==> src/rtl/bus_slave_regfile_pkg.sv <==
// bus_slave_regfile_pkg: shared bus constants and the slave FSM state encoding.
package bus_slave_regfile_pkg;
    localparam logic ENABLE_  = 1'b0;
    localparam logic DISABLE_ = 1'b1;
    localparam logic READ     = 1'b1;
    localparam logic WRITE    = 1'b0;
    localparam int WORD_ADDR_W = 30;
    localparam int WORD_DATA_W = 32;
    localparam int BUS_SLV_STATE_W = 2;
    typedef enum logic [BUS_SLV_STATE_W-1:0] {
        BUS_SLV_IDLE = 2'd0,
        BUS_SLV_WAIT = 2'd1,
        BUS_SLV_ACK  = 2'd2
    } bus_slv_state_e;
endpackage

==> src/rtl/bus_slave_regfile_if.sv <==
// bus_slave_regfile_if: shared-bus request/response signals seen by one slave.
interface bus_slave_regfile_if;
    import bus_slave_regfile_pkg::*;
    logic                   cs_;
    logic                   as_;
    logic                   rw;
    logic [WORD_ADDR_W-1:0] addr;
    logic [WORD_DATA_W-1:0] wr_data;
    logic [WORD_DATA_W-1:0] rd_data;
    logic                   rdy_;
    modport master (output cs_, as_, rw, addr, wr_data, input rd_data, rdy_);
    modport slave  (input cs_, as_, rw, addr, wr_data, output rd_data, rdy_);
endinterface

==> src/rtl/bus_slave_ctrl.sv <==
// bus_slave_ctrl: slave handshake FSM with wait-state counter, registered rdy_
// and write/read strobes that fire on the edge entering ACK.
module bus_slave_ctrl
    import bus_slave_regfile_pkg::*;
#(
    parameter int WAIT_CYCLES = 1
) (
    input  logic clk,
    input  logic reset_,
    input  logic cs_,
    input  logic as_,
    input  logic rw,
    output logic accept,
    output logic wr_en,
    output logic rd_en,
    output logic rdy_
);
    localparam logic [3:0] CNT_INIT = 4'(WAIT_CYCLES == 0 ? 0 : WAIT_CYCLES - 1);
    bus_slv_state_e state_q, state_d;
    logic [3:0] cnt_q, cnt_d;
    logic rw_q, rw_d, rdy_q, rdy_d, req, go_ack;
    always_ff @(posedge clk or negedge reset_) begin
        if (!reset_) begin
            state_q <= BUS_SLV_IDLE;
            cnt_q   <= '0;
            rw_q    <= 1'b0;
            rdy_q   <= DISABLE_;
        end else begin
            state_q <= state_d;
            cnt_q   <= cnt_d;
            rw_q    <= rw_d;
            rdy_q   <= rdy_d;
        end
    end
    always_comb begin
        req     = cs_ == ENABLE_ && as_ == ENABLE_;
        accept  = state_q == BUS_SLV_IDLE && req;
        // Dropping the request while waiting aborts back to IDLE; ACK always returns to IDLE.
        state_d = accept ? (WAIT_CYCLES == 0 ? BUS_SLV_ACK : BUS_SLV_WAIT)
                : state_q == BUS_SLV_WAIT && req ? (cnt_q == '0 ? BUS_SLV_ACK : BUS_SLV_WAIT)
                : BUS_SLV_IDLE;
        cnt_d   = accept ? CNT_INIT
                : state_q == BUS_SLV_WAIT && cnt_q != '0 ? cnt_q - 4'd1 : cnt_q;
        rw_d    = accept ? rw : rw_q;
        go_ack  = state_d == BUS_SLV_ACK;
        wr_en   = go_ack && rw_d == WRITE;
        rd_en   = go_ack && rw_d == READ;
        rdy_d   = go_ack ? ENABLE_ : DISABLE_;
    end
    assign rdy_ = rdy_q;
endmodule

==> src/rtl/bus_slave_regfile.sv <==
// bus_slave_regfile: wait-stated bus slave backed by a 32-bit register file.
// Define BUS_SLAVE_IRQ_EN to add the irq output (top reg = status, next = mask).
module bus_slave_regfile
    import bus_slave_regfile_pkg::*;
#(
    parameter int DEPTH_LOG2  = 3,
    parameter int WAIT_CYCLES = 1
) (
    input  logic                clk,
    input  logic                reset_,
    bus_slave_regfile_if.slave  bus
`ifdef BUS_SLAVE_IRQ_EN
    ,
    output logic                irq
`endif
);
    localparam int DEPTH = 1 << DEPTH_LOG2;
    logic [WORD_DATA_W-1:0] regs_q [DEPTH];
    logic [WORD_DATA_W-1:0] regs_d [DEPTH];
    logic [DEPTH_LOG2-1:0]  idx_q, idx_d;
    logic [WORD_DATA_W-1:0] wdata_q, wdata_d, rd_data_q, rd_data_d;
    logic accept, wr_en, rd_en, unused_addr;
`ifdef BUS_SLAVE_IRQ_EN
    logic irq_q, irq_d;
    assign irq = irq_q;
`endif
    assign unused_addr = ^bus.addr[WORD_ADDR_W-1:DEPTH_LOG2];
    assign bus.rd_data = rd_data_q;
    bus_slave_ctrl #(.WAIT_CYCLES(WAIT_CYCLES)) u_ctrl (
        .clk    (clk),
        .reset_ (reset_),
        .cs_    (bus.cs_),
        .as_    (bus.as_),
        .rw     (bus.rw),
        .accept (accept),
        .wr_en  (wr_en),
        .rd_en  (rd_en),
        .rdy_   (bus.rdy_)
    );
    always_ff @(posedge clk or negedge reset_) begin
        if (!reset_) begin
            for (int i = 0; i < DEPTH; i++) regs_q[i] <= '0;
            idx_q     <= '0;
            wdata_q   <= '0;
            rd_data_q <= '0;
`ifdef BUS_SLAVE_IRQ_EN
            irq_q     <= 1'b0;
`endif
        end else begin
            regs_q    <= regs_d;
            idx_q     <= idx_d;
            wdata_q   <= wdata_d;
            rd_data_q <= rd_data_d;
`ifdef BUS_SLAVE_IRQ_EN
            irq_q     <= irq_d;
`endif
        end
    end
    // With zero wait states the strobes fire on the accept edge, so use the live request.
    always_comb begin
        idx_d   = accept ? bus.addr[DEPTH_LOG2-1:0] : idx_q;
        wdata_d = accept ? bus.wr_data : wdata_q;
        regs_d  = regs_q;
        if (wr_en) regs_d[idx_d] = wdata_d;
`ifdef BUS_SLAVE_IRQ_EN
        // Status bits toggle on write: a 1 clears a pending bit, or raises a clear one.
        if (wr_en && &idx_d) regs_d[DEPTH-1] = regs_q[DEPTH-1] ^ wdata_d;
        irq_d = |(regs_q[DEPTH-1] & regs_q[DEPTH-2]);
`endif
        rd_data_d = rd_en ? regs_q[idx_d] : '0;
    end
endmodule

==> src/flat_wrapper.sv <==
// flat-port wrapper written by rule: the top's interface ports become plain ports
module bus_slave_regfile_flat import bus_slave_regfile_pkg::*;
#(
    parameter int DEPTH_LOG2  = 3,
    parameter int WAIT_CYCLES = 1
)
  (clk, reset_, bus_cs_, bus_as_, bus_rw, bus_addr, bus_wr_data, bus_rd_data, bus_rdy_);
  bus_slave_regfile_if bus_i ();
  input  logic clk;
  input  logic reset_;
  input wire logic [$bits(bus_i.cs_)-1:0] bus_cs_;
  input wire logic [$bits(bus_i.as_)-1:0] bus_as_;
  input wire logic [$bits(bus_i.rw)-1:0] bus_rw;
  input wire logic [$bits(bus_i.addr)-1:0] bus_addr;
  input wire logic [$bits(bus_i.wr_data)-1:0] bus_wr_data;
  output wire logic [$bits(bus_i.rd_data)-1:0] bus_rd_data;
  output wire logic [$bits(bus_i.rdy_)-1:0] bus_rdy_;
  assign bus_i.cs_ = bus_cs_;
  assign bus_i.as_ = bus_as_;
  assign bus_i.rw = bus_rw;
  assign bus_i.addr = bus_addr;
  assign bus_i.wr_data = bus_wr_data;
  assign bus_rd_data = bus_i.rd_data;
  assign bus_rdy_ = bus_i.rdy_;
  bus_slave_regfile #(.DEPTH_LOG2(DEPTH_LOG2), .WAIT_CYCLES(WAIT_CYCLES)) u_core (.clk(clk), .reset_(reset_), .bus(bus_i));
endmodule
==> config.mk <==
export PLATFORM = sky130hd
export DESIGN_NAME = bus_slave_regfile_flat
export DESIGN_NICKNAME = d
export VERILOG_FILES = /design/src/rtl/bus_slave_regfile_pkg.sv /design/src/rtl/bus_slave_regfile_if.sv /design/src/rtl/bus_slave_ctrl.sv /design/src/rtl/bus_slave_regfile.sv /design/src/flat_wrapper.sv
export SDC_FILE = /design/constraint.sdc
export NUM_CORES = 1
export LEC_CHECK = 0
export CAP_MARGIN = 25
export CORE_MARGIN = 2
export CORE_UTILIZATION = 30
export CTS_CLUSTER_DIAMETER = 30
export DETAILED_ROUTE_END_ITERATION = 16
export PLACE_DENSITY = 0.45
export SLEW_MARGIN = 20
export SYNTH_ARGS = -nofsm -noshare
export SYNTH_HDL_FRONTEND = slang
export SYNTH_HIERARCHICAL = 1
export SYNTH_SLANG_ARGS = --single-unit
==> constraint.sdc <==
create_clock -name clk -period 2.27 [get_ports clk]
set_input_delay 0.454 -clock clk [delete_from_list [all_inputs] [get_ports clk]]
set_output_delay 0.454 -clock clk [all_outputs]
set_load 0.1 [all_outputs]
Word level (Yosys, flattened, before mapping)
Cells that the tools add are included.
{"block": "classes", "bitwise": 4, "eq_ne": 2, "reduce_logical": 11, "magnitude_cmp": 2, "n_mux": 16, "addsub": 1}
{"op": "$bwmux W256", "n": 1}
{"op": "$mux W32", "n": 5}
{"op": "$bmux W32 S3", "n": 1}
{"op": "$demux W32 S3", "n": 1}
{"op": "$mux W4", "n": 2}
{"op": "$logic_and A1 B1 Y1", "n": 7}
{"op": "$mux W2", "n": 3}
{"op": "$ge A4 B4 Y1 const B", "n": 1}
{"op": "$logic_not A4 Y1", "n": 1}
{"op": "$lt A4 B1 Y1 const B", "n": 1}
{"op": "$not A3 Y4", "n": 1}
{"op": "$reduce_bool A4 Y1", "n": 1}
{"op": "$sub A4 B1 Y4 const B", "n": 1}
{"op": "$mux W3", "n": 1}
{"op": "$not A1 Y1", "n": 3}
{"op": "$eq A2 B1 Y1 const B", "n": 1}
{"op": "$eq A2 B2 Y1 const B", "n": 1}
{"op": "$logic_not A2 Y1", "n": 1}
{"op": "$mux W1", "n": 2}
{"op": "$reduce_bool A2 Y1", "n": 1}
{"block": "word_totals", "output_inout_bits": 33, "in_bits": 67, "wordCells": 51, "ff_bits": 331}

Depth between registers and ports, before layout
{"block": "logic_depth", "depth_word": 10, "ltp_mapped": 11, "ltp_nobuf": 9}

Modules after synthesis
The synthesis kept the hierarchy.
{"mod": "bus_slave_regfile", "instances": 1, "area_each_um2": 13538.0, "cells_per_inst": 1277, "seq_area_each_um2": 8082.8}
{"mod": "bus_slave_ctrl", "instances": 1, "area_each_um2": 429.2, "cells_per_inst": 36, "seq_area_each_um2": 201.4}

Least setup slack after synthesis
No wires, ideal clock.
{"block": "synth_path", "path_type": "register -> register", "start": "register u_core.u_ctrl.cnt_q[0]", "end": "register u_core/regs_q[246] (netlist bit)", "arrival_time_ns": 2.133, "path_stages_with_launch": 11, "setup_ns": 0.145, "synth_period_minus_slack_ns": 2.277, "setup_slack_ns": -0.007, "path_cell_list": "dfrtp_1 > inv_1 > ha_1 > nor3b_4 > nand4b_1 > nor2_1 > buf_1 > o211ai_2 > clkbuf_1 > nand2_1 > o21ai_0"}
{"block": "synth_via", "elab_chain_len": 6}
{"item": "from (decl)", "line_no": "bus_slave_ctrl.sv:20", "source": "logic [3:0] cnt_q, cnt_d;"}
{"item": "from (signal assigned)", "line_no": "bus_slave_ctrl.sv:30", "source": "cnt_q <= cnt_d;"}
{"item": "$logic_not A4 Y1", "line_no": "bus_slave_ctrl.sv:40", "source": ": state_q == BUS_SLV_WAIT && req ? (cnt_q == '0 ? BUS_SLV_ACK : BUS_SLV_WAIT)"}
{"item": "$mux W2 (2 in a row)", "line_no": "bus_slave_ctrl.sv:40"}
{"item": "$mux W2", "line_no": "bus_slave_ctrl.sv:39", "source": "state_d = accept ? (WAIT_CYCLES == 0 ? BUS_SLV_ACK : BUS_SLV_WAIT)"}
{"item": "$eq A2 B2 Y1", "line_no": "bus_slave_ctrl.sv:45", "source": "go_ack = state_d == BUS_SLV_ACK;"}
{"item": "$logic_and A1 B1 Y1", "line_no": "bus_slave_ctrl.sv:46", "source": "wr_en = go_ack && rw_d == WRITE;"}
{"item": "via u_core.wr_en", "line_no": "bus_slave_regfile.sv:22", "source": "logic accept, wr_en, rd_en, unused_addr;"}
{"item": "to (signal assigned)", "line_no": "bus_slave_regfile.sv:50", "source": "regs_q <= regs_d;"}
{"item": "to (decl)", "line_no": "bus_slave_regfile.sv:18", "source": "logic [WORD_DATA_W-1:0] regs_q [DEPTH];"}
The timed path passes the listed nets, and every way through them passes these cells.
A chain may end at the register's enable or synchronous reset.

Final worst setup path
{"block": "layout_path", "start": "register u_core.u_ctrl.state_q[0]", "end": "register u_core.rd_data_q[4], in the netlist u_core/bus.rd_data[4]"}
{"block": "layout_via", "elab_chain_len": 8, "elab_cells_between_ends": 15, "cone_classes": "eq/ne (2); mux (8); bitwise (1); reduce/logical (4)"}
{"item": "from (decl)", "line_no": "bus_slave_ctrl.sv:19", "source": "bus_slv_state_e state_q, state_d;"}
{"item": "from (signal assigned)", "line_no": "bus_slave_ctrl.sv:29", "source": "state_q <= state_d;"}
{"item": "$logic_not A2 Y1 (*)", "line_no": "bus_slave_ctrl.sv:37", "source": "accept = state_q == BUS_SLV_IDLE && req;"}
{"item": "$logic_and A1 B1 Y1 (*)", "line_no": "bus_slave_ctrl.sv:37"}
{"item": "via u_core.accept", "line_no": "bus_slave_regfile.sv:22"}
{"item": "$mux W3", "line_no": "bus_slave_regfile.sv:61", "source": "idx_d = accept ? bus.addr[DEPTH_LOG2-1:0] : idx_q;"}
{"item": "$not A3 Y4 (not written as such)", "line_no": "bus_slave_regfile.sv:70", "source": "rd_data_d = rd_en ? regs_q[idx_d] : '0;"}
{"item": "$bmux W32 S3", "line_no": "bus_slave_regfile.sv:70"}
{"item": "$mux W32 (not written as such) (2 in a row)", "line_no": "bus_slave_regfile.sv:70"}
{"item": "$mux W32 (*)", "line_no": "bus_slave_regfile.sv:70"}
{"item": "via u_core.rd_data_d[4]", "line_no": "bus_slave_regfile.sv:21", "source": "logic [WORD_DATA_W-1:0] wdata_q, wdata_d, rd_data_q, rd_data_d;"}
{"item": "to (signal assigned)", "line_no": "bus_slave_regfile.sv:53", "source": "rd_data_q <= rd_data_d;"}
{"item": "to (decl)", "line_no": "bus_slave_regfile.sv:21"}
Mark *: on every way through the listed nets, which the timed path passes. The rest lies on a longest branch. The select of a mux whose other input is x is not followed.

==> out/results.ini <==
[status]
status = complete, but fails checks
violations = negative setup slack

[grt]
grt_pass1_wl_microns = 62980
antenna_found_initial = 1
grt_max_degree = 80
grt_use_total_pct = 17.03
grt_overflow = 0
grt_pass1_vias = 10830

[timing]
finalSetupViolations = 14
rsz0062_at_grt = yes
max_clock_freq_mhz = 433.6
period_minus_slack_ps = 2306
hold_violations = 0
finalSetupTns_ps = -224.8
fin_ws_ps = -36.23
min_period_over_period_pct = 101.6
worst_pin_slew_ps = 438.0
maxSlewViolCount = 0
finClkSkew_ps = 21.89
slew_headroom_pct = 70.80

[detailed_routing]
drt_drc_violations_left = 0
vias = 10790
finalWirelength_microns = 43680
via_per_inst = 4.784
first_pass_iters = 5
routedWlPerCell_microns = 19.37
drtAntennaViolNets = 0
drtIter0Drc = 602

[power]
powerDensity_mw_per_mm2 = 1108
totalPowerFinal_mw = 23.11
ir_worst_vdd_uv = 521.2
p_leak_nw = 9.591

[yosys]
ys_seq_area_share_pct = 59.31
netlist_top_cells_area = dfrtp_1, nand2_1, mux2i_1
netlist-cell-type-count = 46
ys_warn_count = 6
synth_top_cell_area_share_pct = 59.12
ys.flop_type = dfrtp_1
synth_top_cell_by_area = dfrtp_1
synth_area_sq_mm = 0.01397
avgSynthCellArea_sq_um = 10.64
synth_edf_count = 0
syn_nets = 1381
netlist_instances = 1313
async_flop_share_pct = 100.0
synth_seq_cells = 331

[die]
initial_utilization_pct = 30.19
rows = 79
dieArea_sq_mm = 0.04830
core-area_sq_mm = 0.04626
dieWidth_microns = 219.8
die_y_microns = 219.8
ioPinCount = 100

[clock_tree]
cts_max_level = 3
cts_buffers = 92
clkLatencyLatePin_ps = 600
cts_sinks = 331
clkTransAtPathRegs_ps = 40
cts_root_buffer = clkbuf_16
clock_path_buffers = 3
cts_tree = done

[cells_and_area]
area_growth_pct = 49.30
antenna_cells = 0
final_area_sq_mm = 0.02085
fillers = 4319
utilization_pct = 45.08
nets = 1641
layout-drive-gt1-share_pct = 27.85

[worst_setup_path]
crit_type = reg -> reg
cp-start-kind = flip-flop
cp-startpoint = u_core/u_ctrl/state_q[0]$_DFF_PN0_
r2r-start = u_core/u_ctrl/state_q[0]$_DFF_PN0_
endpoint_kind = flip-flop
required_ps = 2770
crit_fanout = 15
cp.arrival_ps = 2810

[placed_design]
dp_hpwl_microns = 23840
port_buffers = 72
placed_area_sq_mm = 0.01658
gp_congestion = 0.7412
dp_slack_ps = -698.6

[hold_path]
hp-class = in -> async

[run]
cap_violations = 0

## registers in the layout, summed over array words and instances, names as in the netlist
| signal | cells |
|---|---|
| u_core/u_ctrl/state_q | 2 |
| u_core/regs_q | 256 |
| u_core/idx_q | 3 |
| u_core/wdata_q | 32 |
| u_core/u_ctrl/cnt_q | 4 |
| u_core/u_ctrl/rw_q | 1 |
| u_core/bus.rd_data | 32 |
| u_core/u_ctrl/rdy_ | 1 |
## synth_stat cells (2+ instances only)
cell type and count:
clkbuf_4 3, buf_8 2, clkbuf_1 41, o21ai_1 108, and3_2 2, a211oi_2 16
and3_1 33, and3b_1 3, nor3_1 3, o21ai_0 149, buf_4 4, nor3b_2 3
a211oi_1 15, or2_1 3, a311oi_1 31, a32o_1 31, mux2_2 4, buf_2 39
a211o_1 2, dfrtp_1 330, nand2_1 320, o211ai_2 8, inv_1 36, nor2_1 3
mux2i_1 97, buf_6 7
## cells in the final DEF, fill, tap and decap left out, types with 2 or more instances in the layout
master,instances
o21ai_1,142
buf_16,4
inv_6,2
clkbuf_1,18
buf_12,57
o211ai_4,8
nor3b_2,2
nand2_1,312
clkdlybuf4s50_1,38
bufinv_16,7
a211oi_1,5
and3_1,33
buf_6,8
clkinv_2,20
and3_2,2
buf_4,132
nor3_1,3
o21ai_0,114
inv_1,36
clkinv_8,2
mux2_2,4
nor3b_4,2
nand2_2,8
or2_2,2
dfrtp_1,330
mux2i_1,96
a211oi_2,26
nor2_1,2
and3b_1,3
clkbuf_16,112
clkinvlp_4,6
a211o_1,2
a32o_1,31
buf_8,5
a311oi_1,13
a311oi_2,17
clkbuf_8,19
## cells by family after synthesis
group / share of synthesized area [%]
buffers and inverters: 4.685
AOI/OAI and AO/OA: 16.71
adders and majority gates: 0.08957
muxes: 7.435
and+or+nand+nor: 11.77
DFF: 59.31
## report_power, final
group | leakage (nW) | total (mW) | internal [mW] | switching, mW
Clock | 1.53 | 12.6 | 8.95 | 3.67
Sequential | 4.48 | 7.15 | 6.73 | 0.416
Combinational | 3.59 | 3.34 | 1.54 | 1.80
## critical path, cell delays in order (launching register included)
cell and delay (ps):
dfrtp_1 400, nor4_4 280, buf_6 170, buf_12 100, mux2i_4 230, buf_12 170, buf_6 160, buf_12 160
nand2_1 70, a32o_1 240, a211oi_1 210
## cell type report
cell class | count | area (sq um) | share of cell area [%]
inverter | 37 | 151.4 | 0.7260
timing repair inverter | 1 | 6.256 | 0.03000
timing repair buffer | 262 | 3223 | 15.46
clock buffer | 132 | 2706 | 12.98
tap | 607 | 759.5 | 3.642
sequential | 331 | 8284 | 39.73
clock inverter | 37 | 405.4 | 1.944
multi-input combinational | 848 | 5316 | 25.50
## stage by stage
step                      hold slack, ps  instances
after floorplan                    158.4       1313
after global routing               316.0       2255
after detailed placement           328.2       2036
after global placement             328.2       2036
after CTS                          296.3       2216
final                              313.7       2255
## repair_timing
action,in CTS,in global routing
resized for setup,21,96
setup endpoints to repair,239,222
pin swaps,3,6
endpoints found under the hold margin,16,0
setup buffers,7,18
gates cloned,3,22
hold buffers,1,0
## per-layer routing
metal	vias to the layer above	share of wire, %	GRT usage [%]
li1	5185	-	-
met1	5328	47	22.87
met2	208	47	27.49
met3	66	3.8	3.451
met4	0	2.2	5.593
met5	-	0	0
## final timing paths
| check | endpoint | depth (start not counted) | slack [ps] |
|---|---|---|---|
| max in group asynchronous | u_core/regs_q[14]$_DFFE_PN0P_ | 3 | 1260 |
| min in group clk | u_core/u_ctrl/rw_q$_DFF_PN0_ | 2 | 460 |
| hold / removal | u_core/regs_q[25]$_DFFE_PN0P_ | 2 | 310 |
| setup reg to reg | u_core/bus.rd_data[4]$_DFF_PN0_ | 10 | -40 |
| hold reg to reg | u_core/regs_q[147]$_DFFE_PN0P_ | 2 | 470 |
| setup / recovery | u_core/bus.rd_data[4]$_DFF_PN0_ | 10 | -40 |
(Power assumes the default switching activity.)
